### config.mk
export PLATFORM = sky130hd
export DESIGN_NAME = dram_cmd_sequencer
export DESIGN_NICKNAME = d
export VERILOG_FILES = /design/src/rtl/dram_pkg.sv /design/src/rtl/dram_cmd_sequencer_timing_cnt.sv /design/src/rtl/dram_cmd_sequencer.sv
export SDC_FILE = /design/constraint.sdc
export NUM_CORES = 1
export LEC_CHECK = 0
export ABC_AREA = 1
export BUFFER_PORTS_ARGS = -buffer_cell sky130_fd_sc_hd__buf_4
export CORE_MARGIN = 2
export CORE_UTILIZATION = 27
export CTS_CLUSTER_DIAMETER = 50
export CTS_CLUSTER_SIZE = 14
export DETAILED_ROUTE_END_ITERATION = 6
export SETUP_SLACK_MARGIN = 0.5
export SLEW_MARGIN = 10
export SYNTH_ARGS = -nofsm -noshare
export SYNTH_HDL_FRONTEND = slang
export SYNTH_SLANG_ARGS = --single-unit
### constraint.sdc
create_clock -name CLK -period 2.42 [get_ports CLK]
set_clock_uncertainty 0.1 [all_clocks]
set_input_delay 0.363 -clock CLK [delete_from_list [all_inputs] [get_ports CLK]]
set_output_delay 0.363 -clock CLK [all_outputs]
set_load 0.01 [all_outputs]
### src/rtl/dram_pkg.sv
// dram_pkg: shared types and constants for the DRAM command sequencer.
// Provides row/column widths, the DRAM command encoding (cmd_t), the
// sequencer FSM states (seq_state_t), the tracker row-status encodings,
// the default timing constants, and a helper that maps a sequencer state
// to the command it drives on the bus.
package dram_pkg;

    localparam int ROW_BITS  = 16;
    localparam int COL_BITS  = 10;
    localparam int CNT_W     = 8;

    localparam int T_RP_DEF  = 4;
    localparam int T_RCD_DEF = 4;
    localparam int T_CL_DEF  = 4;
    localparam int T_RFC_DEF = 16;

    localparam logic [1:0] ROW_IDLE     = 2'b00;
    localparam logic [1:0] ROW_HIT      = 2'b01;
    localparam logic [1:0] ROW_MISS     = 2'b10;
    localparam logic [1:0] ROW_CONFLICT = 2'b11;

    typedef enum logic [2:0] {
        CMD_NOP  = 3'd0,
        CMD_ACT  = 3'd1,
        CMD_PRE  = 3'd2,
        CMD_PREA = 3'd3,
        CMD_RD   = 3'd4,
        CMD_WR   = 3'd5,
        CMD_REF  = 3'd6
    } cmd_t;

    typedef enum logic [3:0] {
        S_IDLE        = 4'd0,
        S_LOOKUP      = 4'd1,
        S_DECIDE      = 4'd2,
        S_PRE         = 4'd3,
        S_WAIT_RP     = 4'd4,
        S_ACT         = 4'd5,
        S_WAIT_RCD    = 4'd6,
        S_RW          = 4'd7,
        S_WAIT_CL     = 4'd8,
        S_RESOLVE     = 4'd9,
        S_REF_CHK     = 4'd10,
        S_REF_PREA    = 4'd11,
        S_REF_WAIT_RP = 4'd12,
        S_REF_ISSUE   = 4'd13,
        S_REF_WAIT    = 4'd14,
        S_REF_DONE    = 4'd15
    } seq_state_t;

    // Command issued while sitting in a given state; NOP outside issue states.
    function automatic cmd_t state_cmd(input seq_state_t s, input logic wr);
        cmd_t c;
        case (s)
            S_PRE:       c = CMD_PRE;
            S_ACT:       c = CMD_ACT;
            S_RW:        c = wr ? CMD_WR : CMD_RD;
            S_REF_PREA:  c = CMD_PREA;
            S_REF_ISSUE: c = CMD_REF;
            default:     c = CMD_NOP;
        endcase
        return c;
    endfunction

endpackage

### src/rtl/dram_cmd_sequencer_timing_cnt.sv
// dram_timing_cnt: shared down-counter for the sequencer's wait states.
// Ports: CLK/nRST clock and async active-low reset; load/load_val reload
// the count; expire is high on the cycle the count steps from 1 to 0, so
// a wait state that exits on it lands exactly load_val+1 cycles after the
// cycle that loaded it.
module dram_timing_cnt
    import dram_pkg::*;
#(
    parameter int W = CNT_W
) (
    input  logic         CLK,
    input  logic         nRST,
    input  logic         load,
    input  logic [W-1:0] load_val,
    output logic         expire
);

    logic [W-1:0] cnt_q;
    logic [W-1:0] cnt_d;

    // Reload on request, otherwise count down and rest at zero.
    always_comb begin
        cnt_d = cnt_q;
        if (load) begin
            cnt_d = load_val;
        end else if (cnt_q != {W{1'b0}}) begin
            cnt_d = cnt_q - {{(W-1){1'b0}}, 1'b1};
        end else begin
            cnt_d = cnt_q;
        end
    end

    // Count register.
    always_ff @(posedge CLK or negedge nRST) begin
        if (!nRST) begin
            cnt_q <= {W{1'b0}};
        end else begin
            cnt_q <= cnt_d;
        end
    end

    assign expire = (cnt_q == {{(W-1){1'b0}}, 1'b1});

endmodule

### src/rtl/dram_cmd_sequencer.sv
// dram_cmd_sequencer: takes one memory or refresh request at a time, looks
// the bank up in the row-open tracker, and sequences PRE/ACT/RD/WR or
// PREA/REF on the DRAM command bus with tRP/tRCD/tCL/tRFC spacing.
// Ports: req_* request handshake and address; ref_req/ref_ack refresh
// handshake; done completion pulse; ro_* tracker lookup/update interface;
// cmd_* registered DRAM command bus.
// Optional: define CMD_PERF_CNT_EN to add saturating hit/miss/conflict
// counters (hit_cnt, miss_cnt, conflict_cnt).
module dram_cmd_sequencer
    import dram_pkg::*;
#(
    parameter int T_RP  = T_RP_DEF,
    parameter int T_RCD = T_RCD_DEF,
    parameter int T_CL  = T_CL_DEF,
    parameter int T_RFC = T_RFC_DEF
) (
    input  logic                CLK,
    input  logic                nRST,
    input  logic                req_valid,
    output logic                req_ready,
    input  logic                req_write,
    input  logic [1:0]          req_bg,
    input  logic [1:0]          req_bank,
    input  logic [ROW_BITS-1:0] req_row,
    input  logic [COL_BITS-1:0] req_col,
    input  logic                ref_req,
    output logic                ref_ack,
    output logic                done,
    output logic                ro_req_en,
    output logic                ro_refresh,
    output logic                ro_row_resolve,
    output logic [1:0]          ro_bank_group,
    output logic [1:0]          ro_bank,
    output logic [ROW_BITS-1:0] ro_row,
    input  logic [1:0]          ro_row_stat,
    input  logic [ROW_BITS-1:0] ro_row_conflict,
    input  logic                ro_all_row_closed,
    output logic                cmd_valid,
    output cmd_t                cmd,
    output logic [1:0]          cmd_bg,
    output logic [1:0]          cmd_bank,
    output logic [ROW_BITS-1:0] cmd_row,
    output logic [COL_BITS-1:0] cmd_col
`ifdef CMD_PERF_CNT_EN
    ,
    output logic [15:0]         hit_cnt,
    output logic [15:0]         miss_cnt,
    output logic [15:0]         conflict_cnt
`endif
);

    localparam logic [CNT_W-1:0] LD_RP  = CNT_W'(T_RP - 1);
    localparam logic [CNT_W-1:0] LD_RCD = CNT_W'(T_RCD - 1);
    localparam logic [CNT_W-1:0] LD_CL  = CNT_W'(T_CL - 1);
    localparam logic [CNT_W-1:0] LD_RFC = CNT_W'(T_RFC - 1);

    seq_state_t          state_q, state_d;
    logic                wr_q, wr_d;
    logic [1:0]          bg_q, bg_d, bank_q, bank_d;
    logic [ROW_BITS-1:0] row_q, row_d, conf_q, conf_d;
    logic [COL_BITS-1:0] col_q, col_d;
    logic                cnt_load_s;
    logic [CNT_W-1:0]    cnt_val_s;
    logic                cnt_expire_s;

    // Output flops, decoded from the next state so they line up with it.
    logic                cmd_valid_q, cmd_valid_d;
    cmd_t                cmd_q, cmd_d;
    logic [1:0]          cmd_bg_q, cmd_bg_d, cmd_bank_q, cmd_bank_d;
    logic [ROW_BITS-1:0] cmd_row_q, cmd_row_d;
    logic [COL_BITS-1:0] cmd_col_q, cmd_col_d;
    logic                ro_req_en_q, ro_req_en_d;
    logic                ro_refresh_q, ro_refresh_d;
    logic                resolve_q, resolve_d;
    logic                ref_ack_q, ref_ack_d;

    dram_timing_cnt #(.W(CNT_W)) u_cnt (
        .CLK      (CLK),
        .nRST     (nRST),
        .load     (cnt_load_s),
        .load_val (cnt_val_s),
        .expire   (cnt_expire_s)
    );

    // Next-state logic, request capture and wait-counter loads.
    always_comb begin
        state_d    = state_q;
        wr_d       = wr_q;
        bg_d       = bg_q;
        bank_d     = bank_q;
        row_d      = row_q;
        col_d      = col_q;
        conf_d     = conf_q;
        req_ready  = 1'b0;
        cnt_load_s = 1'b0;
        cnt_val_s  = {CNT_W{1'b0}};
        case (state_q)
            S_IDLE: begin
                // Refresh wins over a waiting request.
                if (ref_req) begin
                    state_d = S_REF_CHK;
                end else if (req_valid) begin
                    req_ready = 1'b1;
                    wr_d      = req_write;
                    bg_d      = req_bg;
                    bank_d    = req_bank;
                    row_d     = req_row;
                    col_d     = req_col;
                    state_d   = S_LOOKUP;
                end else begin
                    state_d = S_IDLE;
                end
            end
            S_LOOKUP: state_d = S_DECIDE;
            S_DECIDE: begin
                case (ro_row_stat)
                    ROW_HIT:  state_d = S_RW;
                    ROW_MISS: state_d = S_ACT;
                    ROW_CONFLICT: begin
                        state_d = S_PRE;
                        conf_d  = ro_row_conflict;
                    end
                    default:  state_d = S_DECIDE;
                endcase
            end
            S_PRE: begin
                cnt_load_s = 1'b1;
                cnt_val_s  = LD_RP;
                state_d    = S_WAIT_RP;
            end
            S_WAIT_RP:  state_d = cnt_expire_s ? S_ACT : S_WAIT_RP;
            S_ACT: begin
                cnt_load_s = 1'b1;
                cnt_val_s  = LD_RCD;
                state_d    = S_WAIT_RCD;
            end
            S_WAIT_RCD: state_d = cnt_expire_s ? S_RW : S_WAIT_RCD;
            S_RW: begin
                cnt_load_s = 1'b1;
                cnt_val_s  = LD_CL;
                state_d    = S_WAIT_CL;
            end
            S_WAIT_CL:  state_d = cnt_expire_s ? S_RESOLVE : S_WAIT_CL;
            S_RESOLVE:  state_d = S_IDLE;
            S_REF_CHK:  state_d = ro_all_row_closed ? S_REF_ISSUE : S_REF_PREA;
            S_REF_PREA: begin
                cnt_load_s = 1'b1;
                cnt_val_s  = LD_RP;
                state_d    = S_REF_WAIT_RP;
            end
            S_REF_WAIT_RP: state_d = cnt_expire_s ? S_REF_ISSUE : S_REF_WAIT_RP;
            S_REF_ISSUE: begin
                cnt_load_s = 1'b1;
                cnt_val_s  = LD_RFC;
                state_d    = S_REF_WAIT;
            end
            S_REF_WAIT: state_d = cnt_expire_s ? S_REF_DONE : S_REF_WAIT;
            S_REF_DONE: state_d = S_IDLE;
            default:    state_d = S_IDLE;
        endcase
    end

    // Output decode from the next state.
    always_comb begin
        cmd_d       = state_cmd(state_d, wr_d);
        cmd_valid_d = (cmd_d != CMD_NOP);
        cmd_bg_d    = 2'b00;
        cmd_bank_d  = 2'b00;
        cmd_row_d   = {ROW_BITS{1'b0}};
        cmd_col_d   = {COL_BITS{1'b0}};
        if (state_d == S_PRE || state_d == S_ACT || state_d == S_RW) begin
            cmd_bg_d   = bg_d;
            cmd_bank_d = bank_d;
        end else begin
            cmd_bg_d   = 2'b00;
            cmd_bank_d = 2'b00;
        end
        if (state_d == S_PRE) begin
            cmd_row_d = conf_d;
        end else if (state_d == S_ACT) begin
            cmd_row_d = row_d;
        end else begin
            cmd_row_d = {ROW_BITS{1'b0}};
        end
        if (state_d == S_RW) begin
            cmd_col_d = col_d;
        end else begin
            cmd_col_d = {COL_BITS{1'b0}};
        end
        ro_req_en_d  = (state_d >= S_LOOKUP) && (state_d <= S_RESOLVE);
        ro_refresh_d = (state_d >= S_REF_CHK) && (state_d <= S_REF_WAIT);
        resolve_d    = (state_d == S_RESOLVE);
        ref_ack_d    = (state_d == S_REF_DONE);
    end

    // State, captured request and registered outputs.
    always_ff @(posedge CLK or negedge nRST) begin
        if (!nRST) begin
            state_q      <= S_IDLE;
            wr_q         <= 1'b0;
            bg_q         <= 2'b00;
            bank_q       <= 2'b00;
            row_q        <= {ROW_BITS{1'b0}};
            col_q        <= {COL_BITS{1'b0}};
            conf_q       <= {ROW_BITS{1'b0}};
            cmd_valid_q  <= 1'b0;
            cmd_q        <= CMD_NOP;
            cmd_bg_q     <= 2'b00;
            cmd_bank_q   <= 2'b00;
            cmd_row_q    <= {ROW_BITS{1'b0}};
            cmd_col_q    <= {COL_BITS{1'b0}};
            ro_req_en_q  <= 1'b0;
            ro_refresh_q <= 1'b0;
            resolve_q    <= 1'b0;
            ref_ack_q    <= 1'b0;
        end else begin
            state_q      <= state_d;
            wr_q         <= wr_d;
            bg_q         <= bg_d;
            bank_q       <= bank_d;
            row_q        <= row_d;
            col_q        <= col_d;
            conf_q       <= conf_d;
            cmd_valid_q  <= cmd_valid_d;
            cmd_q        <= cmd_d;
            cmd_bg_q     <= cmd_bg_d;
            cmd_bank_q   <= cmd_bank_d;
            cmd_row_q    <= cmd_row_d;
            cmd_col_q    <= cmd_col_d;
            ro_req_en_q  <= ro_req_en_d;
            ro_refresh_q <= ro_refresh_d;
            resolve_q    <= resolve_d;
            ref_ack_q    <= ref_ack_d;
        end
    end

    assign cmd_valid      = cmd_valid_q;
    assign cmd            = cmd_q;
    assign cmd_bg         = cmd_bg_q;
    assign cmd_bank       = cmd_bank_q;
    assign cmd_row        = cmd_row_q;
    assign cmd_col        = cmd_col_q;
    assign ro_req_en      = ro_req_en_q;
    assign ro_refresh     = ro_refresh_q;
    assign ro_row_resolve = resolve_q;
    assign done           = resolve_q;
    assign ref_ack        = ref_ack_q;
    assign ro_bank_group  = bg_q;
    assign ro_bank        = bank_q;
    assign ro_row         = row_q;

`ifdef CMD_PERF_CNT_EN
    logic [15:0] hit_q, miss_q, conf_cnt_q;
    logic        in_decide_s;

    assign in_decide_s = (state_q == S_DECIDE);

    // Saturating row-status counters, bumped once per DECIDE exit.
    always_ff @(posedge CLK or negedge nRST) begin
        if (!nRST) begin
            hit_q      <= 16'h0000;
            miss_q     <= 16'h0000;
            conf_cnt_q <= 16'h0000;
        end else if (in_decide_s) begin
            if (ro_row_stat == ROW_HIT && hit_q != 16'hFFFF) begin
                hit_q <= hit_q + 16'h0001;
            end
            if (ro_row_stat == ROW_MISS && miss_q != 16'hFFFF) begin
                miss_q <= miss_q + 16'h0001;
            end
            if (ro_row_stat == ROW_CONFLICT && conf_cnt_q != 16'hFFFF) begin
                conf_cnt_q <= conf_cnt_q + 16'h0001;
            end
        end
    end

    assign hit_cnt      = hit_q;
    assign miss_cnt     = miss_q;
    assign conflict_cnt = conf_cnt_q;
`endif

endmodule

After elaboration in Yosys (flattened, before gate mapping)
Cells that the tools add are included.

cells by class
  shift operators = 0
  $lt $le $gt $ge = 4
  equality and inequality tests = 26
  divide/modulo/power cells = 0
  multiplexer cells = 41
  reductions and logical operators = 11
  add/sub/neg operators = 1
  bitwise gates (word level) = 0
  multiply operators = 0

operators with widths
  cell                                                 count
  2-to-1 mux 16 bit                                    7
  case mux 4 bit (15 select lines)                     1
  equality test 4 bit, second input constant           12
  2-to-1 mux 10 bit                                    4
  equality test 4 x 3 -> 1 bit, second input constant  6
  2-to-1 mux 2 bit                                     8
  2-to-1 mux 8 bit                                     2
  case mux 3 bit (5 select lines)                      1
  2-to-1 mux 1 bit                                     14
  equality test 4 x 2 -> 1 bit, second input constant  3
  case mux 3 bit (3 select lines)                      1
  equality test 8 x 1 -> 1 bit, second input constant  1
  <= comparator 4 bit, second input constant           2
  case mux 4 bit (2 select lines)                      1
  nonzero test 8 bit                                   1
  subtractor 8 x 1 -> 8 bit, second input constant     1
  OR reduction 5 bit                                   1
  equality test 2 bit, second input constant           2
  equality test 4 x 1 -> 1 bit, second input constant  1
  >= comparator 4 x 1 -> 1 bit, second input constant  1
  >= comparator 4 bit, second input constant           1
  zero test 4 bit                                      1
  2-to-1 mux 4 bit                                     1
  OR reduction 4 bit                                   1
  other kinds (7)                                      9

storage, ports and cells
  bits in latches = 0
  memories = 0
  bits in read-only memories = 0
  output and inout bits = 60
  register bits = 97
  memory bits (writable) = 0
  logic and storage cells = 101

Longest topological paths before layout
Gate-level depths: netlist of run 1.

  depth in word-level cells = 7
  mapped depth = 12

By module
From an unflattened synthesis of run 1, not the netlist that was laid out.

unflattened totals
  cells, all modules = 447
  area total of the unflattened synthesis = 4266.6 µm²

by module, submodules not included
  module              cells an instance  times used  area an instance (µm²)
  dram_cmd_sequencer  367                1           3643.5
  dram_timing_cnt     80                 1           623.1

Worst setup path after synthesis of run 1
Ideal clock, no wire load.

  path kind = register -> register
  start point = register state_q[3]
  end point = register cmd_row_q[10] (netlist: cmd_row[10])
  setup time = 0.065 ns
  setup slack = 0.707 ns
  cell stages (with the launch flop) = 11
  arrival = 1.548 ns
  data required time = 2.255 ns
  cells stage by stage = dfrtp_1 -> nor2_4 -> nand2_1 -> nor2_4 -> nand2_4 -> nand3_4 -> nand3_1 -> inv_2 -> buf_2 -> nand2_1 -> nand2_1

between the ends
  cells in the longest elaborated chain, start to end = 6
  elaborated cells between the ends (all ways) = 24
  those cells by class = eq/ne: 17; mux: 5; reduce/logical: 2

RTL lines
  element                               line                       text
  start, declared                       dram_cmd_sequencer.sv:57   seq_state_t state_q, state_d;
  start signal, assigned                dram_cmd_sequencer.sv:217  state_q <= state_d;
  equality test 4 bit                   dram_cmd_sequencer.sv:97   case (state_q)
  OR reduction 2 bit (no line)          --
  case mux 4 bit (15 select lines) (*)  dram_cmd_sequencer.sv:97
  net state_d[0]                        dram_cmd_sequencer.sv:57
  equality test 4 x 3 -> 1 bit          dram_cmd_sequencer.sv:180  end else if (state_d == S_ACT) begin
  2-to-1 mux 16 bit                     dram_cmd_sequencer.sv:180
  2-to-1 mux 16 bit (*)                 dram_cmd_sequencer.sv:178  if (state_d == S_PRE) begin
  net cmd_row_d[10]                     dram_cmd_sequencer.sv:70   logic [ROW_BITS-1:0] cmd_row_q, cmd_row_d;
  end signal, assigned                  dram_cmd_sequencer.sv:210  cmd_row_q <= {ROW_BITS{1'b0}};
  end signal, assigned                  dram_cmd_sequencer.sv:228  cmd_row_q <= cmd_row_d;
  end, declared                         dram_cmd_sequencer.sv:70

The timed path passes the listed nets; every way through them passes the cells marked *.
A chain may end at the register's enable or synchronous reset.

Final worst setup path of run 1
  start point = register state_q[3]
  end point = output port req_ready

between the ends
  cells in the longest elaborated chain, start to end = 2

RTL lines
  element           line                      text
  zero test 4 bit   dram_cmd_sequencer.sv:97
  2-to-1 mux 1 bit  dram_cmd_sequencer.sv:97
  end, declared     dram_cmd_sequencer.sv:20  output logic req_ready,

Every way passes these cells.

==> metrics.cfg, run 1 <==
[critical_path]
worst_path_dominant_cell_family=flip-flops
worst_path_max_delay_cell=dfrtp_2
critical_path.startpoint_type=flip-flop
critical_path.cell_chain=nor2_4 > nand2_2 > nor2_4 > nand2_4 > clkinvlp_4 > buf_12 > buf_6
rr_startpoint=state_q[1]$_DFF_PN0_
worstPathArrival_ps=1490
cp-end-kind=output port
cp_buf_inv_count=3
reg2reg_slack_ps=540
reg2reg_to=cmd_row[12]$_DFF_PN0_
critPathMostFrequentCell=nor2_4
cpPeakStageDelay_ps=440
worst-setup-path-type=reg -> out
crit_required_ps=1960
timing.reg2reg.worst_path_depth=10
timing.critical_path.fanout_max=5

[clock_tree]
h_tree_level_count=3
clkLatencyLatePin_ps=340
clkSlewWorstSetupHoldPaths_ps=60
clock-root-buffer=clkbuf_16
clock_sinks=97
cts.path.max_buffers=2
cts_tree=built
cts-buffers-inserted=9

[global_route]
track_usage=0.135
grt_first_pass_wirelength_um=17100
global_route.peak_usage_layer=met2
grt.met2_usage=0.229
grt-ovfl-total=0
largest_net_degree_at_the_start_of_global_routing=38
grt_pass1_vias=3458
initial_antenna_violation_count=0
gr-usage-met1=0.164
grt.met3_usage=0.0503

[hold_path]
worst_hold_path_cell_count=3
hold_path_class=in -> reg
hold_path.startpoint=req_row[5]
hold_end=ro_row[5]$_DFF_PN0_

[synth]
yosysWarningCount=0
synth_cells=426
syn_area_per_cell_sq_um=9.61
number_of_synthesized_register_bits=97
synthesis.area_sq_um=4090
synth_sequential_area_ratio=0.593
postSynthNetCount=486
netlist-cell-type-count=33

[cells_and_area]
commonest_cells_after_routing_fill_and_taps_aside=buf_4 (128), nand2_1 (124), dfrtp_1 (94)
layoutNonFillerInstCount=761
area_growth_pct=43.2
design_area_sq_um=5860
layout_commonest_cell=buf_4
antennaDiodeCount=0
share_of_cells_above_drive_strength_1=0.387
nNetsFinal=628

[timing]
final_min_period_over_clock_period=0.806
layout_min_cycle_time_ps=1950
timing.max_slew.rel_slack=0.686
grt_setup_unrepaired=yes
hold_viol=0
finalMaxSlewViolations=0
worstMarginPinSlew_ps=470
finalSetupViolCount=0
fmaxAchievable_mhz=513
final_tns_setup_ps=0

[pwr]
comb_power_share=0.442
pwr-share-clk=0.201
pwr-share-seq=0.357
power.switching_fraction=0.371
power-per-cell-area_nw_per_um2=1200
vdd.ir_drop.worst_mv=0.540
p_switching_w=0.00262
total_leakage_power_nw=3.09
internal_power_w=0.00443

[detailed_routing]
drt-pass1-iter-count=4
postRouteAntennaNets=0
drt_drc_violations_left=0
initial_drc_count=126
finalWirelength_um=11100
routed-via-count=3334
vias_per_cell=4.38
drt-wirelength-per-cell_um=14.5

[run_status]
status=finished clean

[floorplanning]
chipWidth_um=127
die_height_um=127
core-area_sq_um=15000
initial_core_util=0.272
top_ports=114
rows=45
die-area_sq_um=16200

[placement]
gp_congestion=0.817
placedInstanceArea_sq_um=5170
dp.final_hpwl_um=7470
place.detailed.instances=722
port-buffer-count=113

[flow_run]
drv_cap=0

-- synthesized netlist by cell type, drive strengths merged --
cell / number / area [sq um]
ha: 6 / 75.1
inv: 47 / 176
or2: 14 / 87.6
and2: 1 / 6.26
xnor2: 1 / 8.76
nand3b: 1 / 7.51
o22ai: 1 / 6.26
dfrtp: 97 / 2430
clkbuf: 4 / 16.3
o211ai: 2 / 15.0
xor2: 3 / 26.3
mux2: 16 / 180
nand3: 25 / 153
a31oi: 1 / 6.26
nor2: 30 / 155
o21ai: 21 / 105
buf: 7 / 43.8
nor3: 7 / 35.0
a21oi: 8 / 40.0
nand2: 132 / 510
nand4: 2 / 12.5
-- kinds of logic after synthesis --
kind of cell    Yosys count  synth area share
compound gates           33            0.0422
xor+xnor                  4           0.00856
fa+ha+maj                 6            0.0183
buf+inv                  58            0.0578
flops                    97             0.593
mux                      16            0.0440
simple gates            212             0.236
-- power groups by stage --
stage	Combinational, W	Clock (W)	Sequential [W]
3_3_place_gp	0.00252	0	0.00253
3_5_place_dp	0.00258	0	0.00255
4_1_cts	0.00275	0.00145	0.00252
5_1_grt	0.00346	0.00153	0.00259
6_report	0.00311	0.00142	0.00251
2_1_floorplan	0.00150	0	0.00264
-- what timing repair did --
action                                 in CTS  in global routing
buffers inserted                           11                  9
setup endpoints to repair                  34                 45
pin swaps                                   4                  6
hold buffers                                1                  0
cloned                                      1                  1
gates resized for setup                    18                 38
endpoints found under the hold margin      32                  0
-- stage by stage --
stage | setup slack, ps | power, W | utilization | hold WS (ps)
after floorplan | 707 | 0.00414 | - | -32.6
after global placement | 416 | 0.00506 | 0.344 | 249
after detailed placement | 335 | 0.00513 | 0.344 | 256
after CTS | 409 | 0.00671 | 0.375 | 130
after global routing | 401 | 0.00757 | 0.390 | 142
final | 469 | 0.00704 | 0.390 | 143
-- worst max-delay path by stage --
stage,startpoint,endpoint,slack [ps],cells past startpoint
6_report,state_q[3]$_DFF_PN0_,req_ready,470,7
5_1_grt,state_q[1]$_DFF_PN0_,cmd_row[0]$_DFF_PN0_,400,9
4_1_cts,state_q[2]$_DFF_PN0_,req_ready,410,7
3_5_place_dp,state_q[3]$_DFF_PN0_,cmd_row[15]$_DFF_PN0_,340,9
3_3_place_gp,state_q[3]$_DFF_PN0_,req_ready,420,7
2_1_floorplan,state_q[3]$_DFF_PN0_,cmd_row[10]$_DFF_PN0_,710,10
-- tightest hold or removal path, cell delays in order --
cell and delay, ps:
buf_4 80, nand2_1 40, nand2_1 60
-- routing by layer --
metal / part of all wire / wire [um]
met1: 0.42 / 4650
met2: 0.50 / 5560
met3: 0.066 / 735
met4: 0.0099 / 109
met5: 0 / 0
-- layout make-up --
| cell class | instances | area (sq um) |
|---|---|---|
| clock buffer | 14 | 254 |
| clock inverter | 2 | 37.5 |
| fill | 1468 | 9170 |
| inverter | 47 | 190 |
| multi-input combinational | 271 | 1540 |
| sequential | 97 | 2430 |
| tap | 188 | 235 |
| timing repair buffer | 141 | 1160 |
| timing repair inverter | 1 | 8.76 |
-- flip-flops by register name (all words and copies together) (netlist names), 3 cells and up --
register	cells
cmd	3
cmd_col	10
cmd_row	16
col_q	10
conf_q	16
ro_row	16
state_q	4
u_cnt.cnt_q	8
No activity file was read; power rests on OpenSTA's default activity.
==> run 2, diff against run 1 <==
ABC_AREA = 0   (was 1)
clock period = 2 ns   (was 2.42 ns; I/O delays follow)
==> run 2 against run 1 <==
Against the previous run:
- critical path type is now reg -> reg
- critical path depth is the same
- sequential share of layout area shrank 4.7 points
- critical endpoint is now cmd_row[15]$_DFF_PN0_
- non-clock buffer count grew 31
- the flow now finishes with violations (setup timing)
- largest cell class unchanged
- combinational power shrank 10%
==> metrics.cfg, run 2 <==
[run_status]
status=complete, but fails checks
violated_checks=setup timing

[detailed_routing]
drt-pass1-iter-count=4
drt-wirelength-per-cell_um=17.0
postRouteAntennaNets=0
finalWirelength_um=11600
drt_drc_violations_left=0
routed-via-count=3190
vias_per_cell=4.67
initial_drc_count=108

[cells_and_area]
area_growth_pct=61.2
nNetsFinal=550
layout_commonest_cell=buf_4
share_of_cells_above_drive_strength_1=0.586
layoutNonFillerInstCount=683
commonest_cells_after_routing_fill_and_taps_aside=buf_4 (143), dfrtp_1 (94), mux2_4 (46)
antennaDiodeCount=0
final.fill_count=1375

[global_route]
track_usage=0.144
grt-ovfl-total=0
grt_pass1_vias=3435
grt_first_pass_wirelength_um=18100
largest_net_degree_at_the_start_of_global_routing=53
initial_antenna_violation_count=0

[timing]
final_critical_path_setup_slack_ps=-26.4
timing.max_slew.rel_slack=0.747
fin_worst_hold_slack_ps=98.8
fmaxAchievable_mhz=493
finalMaxSlewViolations=0
hold_viol=0
layout_min_cycle_time_ps=2030
finalSetupViolCount=6
final_min_period_over_clock_period=1.01
grt_setup_unrepaired=yes
worstMarginPinSlew_ps=379
final_tns_setup_ps=-55.8

[pwr]
total_leakage_power_nw=3.32
internal_power_w=0.00472
pwr-share-seq=0.356
power-per-cell-area_nw_per_um2=1070
comb_power_share=0.396
power.switching_fraction=0.332
total_power_consumption_w=0.00706
pwr-share-clk=0.248
vdd.ir_drop.worst_mv=0.497
p_switching_w=0.00234

[synth]
yosysWarningCount=0
synthesis.area_sq_um=4100
syn_area_per_cell_sq_um=12.6
postSynthNetCount=387
synth_top_flop_cell=dfrtp_1
number_of_synthesized_register_bits=97
synth_cells=327
synth_edf_count=0
asyncSetResetFlopFracSynth=1.00
largest_cells_by_area_after_synthesis=dfrtp_1 (59%), mux2_2 (13%), a32oi_1 (3.4%)
synth_sequential_area_ratio=0.591
yosysMostFrequentCell=dfrtp_1
synth.top_cells.by_count=dfrtp_1 (97), mux2_2 (47), nor2_1 (29)
netlist.area_leader.share=0.591
netlist-cell-type-count=51
yosys.area.top_type=dfrtp_1

[clock_tree]
cts.path.max_buffers=2
clkLatencyLatePin_ps=340
cts_tree=built
clkSlewWorstSetupHoldPaths_ps=70
h_tree_level_count=3
clock_sinks=97
cts-buffers-inserted=9
clock-root-buffer=clkbuf_16

[placement]
gp_congestion=0.878
preCtsSetupSlack_ps=-34.8
dp.final_hpwl_um=7310
port-buffer-count=113
place.detailed.instances=639

[floorplanning]
chipWidth_um=127
core-area_sq_um=15000
top_ports=114
initial_core_util=0.273
die_height_um=127
die-area_sq_um=16200
rows=45

[critical_path]
critical_path.startpoint_type=flip-flop
timing.critical_path.fanout_max=6
crit_required_ps=2130
cp-end-kind=flip-flop
timing.reg2reg.worst_path_depth=7
worstPathArrival_ps=2160
worst-setup-path-type=reg -> reg

[hold_path]
hold_path_class=in -> reg
worst_hold_path_cell_count=2

[flow_run]
drv_cap=0

## run 2: worst paths after layout
| check | from | end | slack (ps) |
|---|---|---|---|
| setup / recovery | state_q[1]$_DFF_PN0_ | cmd_row[15]$_DFF_PN0_ | -30 |
| hold / removal | req_row[0] | ro_row[0]$_DFF_PN0_ | 100 |
| setup reg to reg | state_q[1]$_DFF_PN0_ | cmd_row[15]$_DFF_PN0_ | -30 |
| hold reg to reg | col_q[2]$_DFF_PN0_ | col_q[2]$_DFF_PN0_ | 390 |
| max in group asynchronous | nRST | state_q[0]$_DFF_PN0_ | 880 |
| min in group asynchronous | nRST | conf_q[2]$_DFF_PN0_ | 310 |
## run 2: metrics by stage
step	instance area, sq um	utilization
2_1_floorplan	4200	-
3_3_place_gp	5440	0.362
3_5_place_dp	5440	0.362
4_1_cts	6300	0.419
5_1_grt	6620	0.440
6_report	6620	0.440
## run 2: timing repair
item                                    4_1_cts  5_1_grt
hold buffers                                  1        0
pin swaps                                    16       30
gates resized for setup                      91       34
endpoints found under the hold margin        27        0
setup buffers                                 9       13
gates cloned                                  3        2
endpoints found under the setup margin       96       98
## run 2: cell families (layout without fill, tap and decap cells)
logic type | Yosys count | after routing | synth area share
compound gates | 47 | 47 | 0.0857
xor+xnor | 5 | 5 | 0.0107
fa+ha+maj | 6 | 6 | 0.0183
buf+inv | 35 | 203 | 0.0390
flops | 97 | 97 | 0.591
mux | 50 | 50 | 0.136
simple gates | 87 | 87 | 0.119
## run 2: cell type report
| class | count | area (sq um) | area share |
|---|---|---|---|
| multi-input cells | 195 | 2010 | 0.303 |
| inverters | 15 | 65.1 | 0.00983 |
| repair buffers | 172 | 1580 | 0.238 |
| clock buffers | 10 | 239 | 0.0361 |
| flip-flops and latches | 97 | 2430 | 0.367 |
| clock inverters | 6 | 65.1 | 0.00983 |
| well taps | 188 | 235 | 0.0356 |
## run 2: power by group through the flow
stage / Sequential [W] / Combinational (W) / Clock, W
2_1_floorplan: 0.00254 / 0.00113 / 0
3_3_place_gp: 0.00249 / 0.00198 / 0
3_5_place_dp: 0.00251 / 0.00203 / 0
4_1_cts: 0.00251 / 0.00243 / 0.00180
5_1_grt: 0.00256 / 0.00302 / 0.00188
6_report: 0.00252 / 0.00280 / 0.00175
## run 2: critical path, stage by stage, from the launching register on
cell	delay (ps)
dfrtp_2	460
nor4b_4	330
nand3_4	160
buf_12	180
clkbuf_16	160
mux2_4	320
a32oi_1	160
nor2_1	50
## run 2: per-layer routing
metal  up-vias  GRT usage  part of all wire
li1       1479          -                 -
met1      1604      0.182              0.43
met2        95      0.235              0.49
met3        12     0.0503             0.066
met4         0     0.0368             0.010
met5         -          0                 0
